<file path="config.mk">
export PLATFORM = sky130hd
export DESIGN_NAME = ps2_key_decoder
export DESIGN_NICKNAME = d
export VERILOG_FILES = /design/src/rtl/ps2_key_decoder.sv
export SDC_FILE = /design/constraint.sdc
export NUM_CORES = 1
export LEC_CHECK = 0
export ABC_AREA = 1
export ABC_CLOCK_PERIOD_IN_PS = 1730
export CAP_MARGIN = 20
export CORE_MARGIN = 1
export CORE_UTILIZATION = 56
export CTS_BUF_LIST = sky130_fd_sc_hd__clkbuf_8
export DETAILED_ROUTE_END_ITERATION = 6
export DONT_BUFFER_PORTS = 1
export GPL_TIMING_DRIVEN = 0
export MAX_ROUTING_LAYER = met4
export PLACE_DENSITY = 0.8
export SLEW_MARGIN = 20
export SYNTH_ARGS = -nofsm -noshare
export SYNTH_HDL_FRONTEND = slang
export SYNTH_SLANG_ARGS = --single-unit
export TNS_END_PERCENT = 30
</file>
<file path="constraint.sdc">
create_clock -name clk -period 1.73 [get_ports clk]
set_input_delay 0.346 -clock clk [delete_from_list [all_inputs] [get_ports clk]]
set_output_delay 0.346 -clock clk [all_outputs]
set_load 0.02 [all_outputs]
</file>
<file path="src/rtl/ps2_key_decoder.sv">
// PS/2 keyboard receiver: synchronises and glitch-filters the PS/2 lines, deframes
// 11-bit device-to-host frames and folds E0/F0 prefixes into one key event per keystroke.
module ps2_key_decoder #(
  parameter int unsigned FILTER_LEN     = 8,
  parameter int unsigned TIMEOUT_CYCLES = 100000
) (
  input  logic       clk,
  input  logic       clr,
  input  logic       ps2c,
  input  logic       ps2d,
  output logic       key_valid,
  output logic [7:0] key_code,
  output logic       key_extended,
  output logic       key_release,
  output logic       frame_err
);

  localparam int unsigned TmoW = $clog2(TIMEOUT_CYCLES + 1);

  typedef enum logic [1:0] {StIdle, StRecv, StCheck} state_e;

  logic [1:0]            ps2c_sync_q, ps2d_sync_q;
  logic [FILTER_LEN-1:0] filt_q, filt_d;
  logic                  fclk_q, fclk_d;
  logic                  sample;
  state_e                state_q, state_d;
  logic [3:0]            bits_q, bits_d;
  logic [10:0]           frame_q, frame_d;
  logic [TmoW-1:0]       tmo_q, tmo_d;
  logic                  timeout;
  logic                  ext_q, ext_d, brk_q, brk_d;
  logic                  valid_q, valid_d, err_q, err_d;
  logic [7:0]            code_q, code_d;
  logic                  kext_q, kext_d, krel_q, krel_d;
  logic [7:0]            frame_byte;
  logic                  frame_ok;

  // Two-flop synchronisers; reset to the idle-high line level
  always_ff @(posedge clk or posedge clr) begin
    if (clr) begin
      ps2c_sync_q <= 2'b11;
      ps2d_sync_q <= 2'b11;
    end else begin
      ps2c_sync_q <= {ps2c_sync_q[0], ps2c};
      ps2d_sync_q <= {ps2d_sync_q[0], ps2d};
    end
  end

  // Glitch filter: level only changes once the whole window agrees
  always_comb begin
    filt_d = {filt_q[FILTER_LEN-2:0], ps2c_sync_q[1]};
    fclk_d = fclk_q;
    if (&filt_d) begin
      fclk_d = 1'b1;
    end else if (~|filt_d) begin
      fclk_d = 1'b0;
    end
  end

  // Sample event is the cycle in which the filtered clock is about to fall
  assign sample     = fclk_q & ~fclk_d;
  assign timeout    = (state_q == StRecv) && (tmo_q == TmoW'(TIMEOUT_CYCLES - 1));
  // frame_q[0] = start, [8:1] = data LSB first, [9] = parity, [10] = stop
  assign frame_byte = frame_q[8:1];
  assign frame_ok   = ~frame_q[0] & frame_q[10] & (^frame_q[9:1]);

  // Frame FSM, timeout counter and byte assembler next-state
  always_comb begin
    state_d = state_q;
    bits_d  = bits_q;
    frame_d = frame_q;
    tmo_d   = '0;
    ext_d   = ext_q;
    brk_d   = brk_q;
    valid_d = 1'b0;
    err_d   = 1'b0;
    code_d  = code_q;
    kext_d  = kext_q;
    krel_d  = krel_q;
    unique case (state_q)
      StIdle: begin
        if (sample) begin
          frame_d = {ps2d_sync_q[1], frame_q[10:1]};
          bits_d  = 4'd1;
          state_d = StRecv;
        end
      end
      StRecv: begin
        if (timeout) begin
          // Timeout beats a coincident sample event
          err_d   = 1'b1;
          ext_d   = 1'b0;
          brk_d   = 1'b0;
          bits_d  = 4'd0;
          state_d = StIdle;
        end else if (sample) begin
          frame_d = {ps2d_sync_q[1], frame_q[10:1]};
          bits_d  = bits_q + 4'd1;
          if (bits_q == 4'd10) begin
            state_d = StCheck;
          end
        end else begin
          tmo_d = tmo_q + 1'b1;
        end
      end
      StCheck: begin
        state_d = StIdle;
        bits_d  = 4'd0;
        if (!frame_ok) begin
          err_d = 1'b1;
          ext_d = 1'b0;
          brk_d = 1'b0;
        end else if (frame_byte == 8'hE0) begin
          ext_d = 1'b1;
        end else if (frame_byte == 8'hF0) begin
          brk_d = 1'b1;
        end else begin
          valid_d = 1'b1;
          code_d  = frame_byte;
          kext_d  = ext_q;
          krel_d  = brk_q;
          ext_d   = 1'b0;
          brk_d   = 1'b0;
        end
      end
      default: state_d = StIdle;
    endcase
  end

  // State registers
  always_ff @(posedge clk or posedge clr) begin
    if (clr) begin
      filt_q  <= '1;
      fclk_q  <= 1'b1;
      state_q <= StIdle;
      bits_q  <= 4'd0;
      frame_q <= '0;
      tmo_q   <= '0;
      ext_q   <= 1'b0;
      brk_q   <= 1'b0;
      valid_q <= 1'b0;
      err_q   <= 1'b0;
      code_q  <= 8'h00;
      kext_q  <= 1'b0;
      krel_q  <= 1'b0;
    end else begin
      filt_q  <= filt_d;
      fclk_q  <= fclk_d;
      state_q <= state_d;
      bits_q  <= bits_d;
      frame_q <= frame_d;
      tmo_q   <= tmo_d;
      ext_q   <= ext_d;
      brk_q   <= brk_d;
      valid_q <= valid_d;
      err_q   <= err_d;
      code_q  <= code_d;
      kext_q  <= kext_d;
      krel_q  <= krel_d;
    end
  end

  assign key_valid    = valid_q;
  assign frame_err    = err_q;
  assign key_code     = code_q;
  assign key_extended = kext_q;
  assign key_release  = krel_q;

endmodule

</file>
==> flow_metrics.env <==
export IMPL_status="complete, but fails checks"
export IMPL_failed_checks="negative setup slack"
export IMPL_synth_cell_types=34
export IMPL_grt_pass1_wl_um=10300
export IMPL_vias_per_cell=5.21
export IMPL_drive_gt1_share_pct=31.5
export IMPL_synth_common_cells="nand2_1, dfrtp_1, inv_1"
export IMPL_num_nets_final=379
export IMPL_place_area_sq_um=3220
export IMPL_synthArstFlopShare_pct=100
export IMPL_tightest_slew_ns=0.588
export IMPL_worstHoldStart="ps2c_sync_q[0]"
export IMPL_setup_violations=10
export IMPL_netlist_instances=338
export IMPL_yosysMostFrequentCell="nand2_1"
export IMPL_rsz0062_at_grt="true"
export IMPL_areaGrowthSynthToFinish_pct=17.7
export IMPL_wirelength_um=5930
export IMPL_cts_tree="yes"
export IMPL_seq_area_frac_synth_pct=48.8
export IMPL_synth_area_leaders="dfrtp_1, dfstp_2, nand2_1"
export IMPL_diodes=0
export IMPL_slew_violations=0
export IMPL_insertion_delay_ns=0.35
export IMPL_place_gp_congestion=0.843
export IMPL_ys_flop_type="dfrtp_1"
export IMPL_grt_max_degree=35
export IMPL_ir_worst_vdd_mv=0.541
export IMPL_place_ws_ns=-0.210
export IMPL_track_usage_pct=23.4
export IMPL_max_cap_violations=0
export IMPL_cts_buffers=9
export IMPL_path_max_fanout=5
export IMPL_firstDrtPassIters=4
export IMPL_clock_sink_count=60
export IMPL_clockBufferDepth=2
export IMPL_syn_nets=354
export IMPL_min_path_type="register to register"
export IMPL_port_buffers=0
export IMPL_yosysTopAreaCell="dfrtp_1"
export IMPL_synth_warning_count=0
export IMPL_min_period_ns=1.78
export IMPL_required_ns=1.96
export IMPL_p_per_area_nw_per_um2=1020
export IMPL_grt_pass1_vias=2317
export IMPL_dieArea_sq_um=5860
export IMPL_dieHeight_um=76.5
export IMPL_overflow=0
export IMPL_avgSynthCellArea_sq_um=9.20
export IMPL_clk_pin_slew_worst_paths_ns=0.06
export IMPL_synth_top_family_by_area="simple AND/OR/NAND/NOR gates"
export IMPL_min_path_cells=0
export IMPL_die_w_um=76.5
export IMPL_fin_area_sq_um=3660
export IMPL_synth_simple_gate_area_share_pct=29.2
export IMPL_yosysTopAreaCellShare_pct=38.6
export IMPL_h_tree_depth=3
export IMPL_path_class="register to register"
export IMPL_netlist_area_sq_um=3110
export IMPL_vias=2284
export IMPL_relSlewSlack_pct=60.7
export IMPL_rrSetupSlack_ns=-0.05
export IMPL_dp_hpwl_um=3900
export IMPL_start_kind="register"
export IMPL_reg2reg_depth=11
export IMPL_io_pins=16
export IMPL_ctsRootBufferMaster="clkbuf_8"
export IMPL_synthMuxAreaShare_pct=0
export IMPL_setup_ws_ns=-0.0482
export IMPL_p_leak_nw=1.69
export IMPL_worst_clock_skew_ns=0.00787
export IMPL_fmax_mhz=562
export IMPL_rows=26
export IMPL_critPathCaptureType="register"
export IMPL_antenna_found_initial=0
export IMPL_wl_per_cell_um=13.5
export IMPL_final_hold_viol_count=0
export IMPL_tns_ns=-0.291
export IMPL_r2r_start="frame_q[6]"
export IMPL_ys_ff_latch=60
export IMPL_arrival_ns=2.01
export IMPL_fin_crit_sh_pct=103
export IMPL_r2r_end="key_release"
export IMPL_holdWs_ns=0.357
export IMPL_initial_core_util_pct=59.4
export IMPL_synth_edf_count=0
export IMPL_synth_compound_area_share_pct=8.13
export IMPL_first_iter_violations=124
export IMPL_min_to="ps2c_sync_q[1]"
export IMPL_core_sq_um=5240
export IMPL_synth_fa_ha_area_share_pct=4.83
export IMPL_drc=0
export IMPL_ant_nets=0
export IMPL_synth_xor_xnor_area_share_pct=2.25
cells by family (layout without fill, tap and decap cells):
group | after synthesis | count (layout)
simple gates | 170 | 170
fa+ha+maj | 12 | 12
buf+inv | 49 | 79
flops | 60 | 60
xor+xnor | 8 | 8
compound gates | 39 | 39
placed cells by master (no fill, tap or decap), drive strengths merged:
master       netlist  routed
a21o               1       1
a21oi              7       7
buf                3      14
bufinv             0       1
clkbuf             2      12
clkinv             0       3
clkinvlp           0       2
dfrtp             48      48
dfstp             12      12
dlygate4sd3        0       3
ha                12      12
inv               44      44
nand2             89      89
nand3             23      23
nand4             10      10
nor2              36      36
nor3              11      11
o211a              1       1
o21ai             29      29
o22ai              1       1
or2                1       1
xnor2              4       4
xor2               4       4
worst max-delay path by stage:
stage | startpoint | endpoint | slack [ns] | cells after the start
final | frame_q[6] | key_release | -0.05 | 11
after global routing | frame_q[6] | key_release | -0.19 | 11
after CTS | frame_q[1] | key_release | 0.009 | 9
after detailed placement | frame_q[5] | key_code[6] | -0.21 | 11
after global placement | frame_q[5] | key_code[6] | -0.15 | 11
after floorplan | frame_q[5] | key_code[0] | 0.05 | 11
layout make-up:
type,count,area (sq um)
repair buffers,14,143
fillers,383,1580
inverters,44,181
plain buffers,5,57.6
flip-flops and latches,60,1520
clock buffers,10,138
clock inverters,6,56.3
multi-input cells,229,1480
well taps,70,87.6
metrics by stage:
stage | power, mW | util (%) | instances
after global placement | 2.47 | 61.1 | 408
final | 3.73 | 69.9 | 438
after CTS | 3.75 | 67.7 | 435
after global routing | 3.93 | 69.9 | 438
after detailed placement | 2.51 | 61.5 | 409
after floorplan | 2.33 | - | 338
layer usage:
metal	share of wire (%)	global-route usage (%)	vias up
met1	45	29.0	1076
li1	-	-	1138
met3	4.5	6.47	20
met5	0	-	-
met2	48	35.9	50
met4	2.5	10.4	0
state kept, by name, summed over array words and instances (netlist names):
signal	flops
ext_q	1
key_code	8
key_release	1
key_extended	1
filt_q	7
state_q	2
frame_err	1
frame_q	11
bits_q	4
fclk_q	1
ps2c_sync_q	2
ps2d_sync_q	2
key_valid	1
tmo_q	17
brk_q	1
critical path, cell delays in order (launching register included):
cell	delay, ns
dfrtp_2	0.42
ha_4	0.29
inv_2	0.05
nand2_1	0.09
nand3_2	0.09
nand2_1	0.07
nand2_1	0.07
nand2_2	0.11
nand3_4	0.12
clkbuf_16	0.19
o21ai_2	0.11
nand2_1	0.07
where the power goes:
group | leakage [nW] | switching, mW | total, mW | internal, mW
Combinational | 0.802 | 0.600 | 0.908 | 0.309
Sequential | 0.785 | 0.0914 | 1.59 | 1.50
Clock | 0.103 | 0.537 | 1.23 | 0.690
timing repair:
item | in CTS | in global routing
pin swaps | 2 | 8
endpoints found under the hold margin | 16 | 0
resized for setup | 10 | 30
hold buffers | 3 | 0
setup endpoints to repair | 11 | 29
gates cloned | 0 | 1
setup buffers | 7 | 2
No activity file was read; power rests on OpenSTA's default activity.
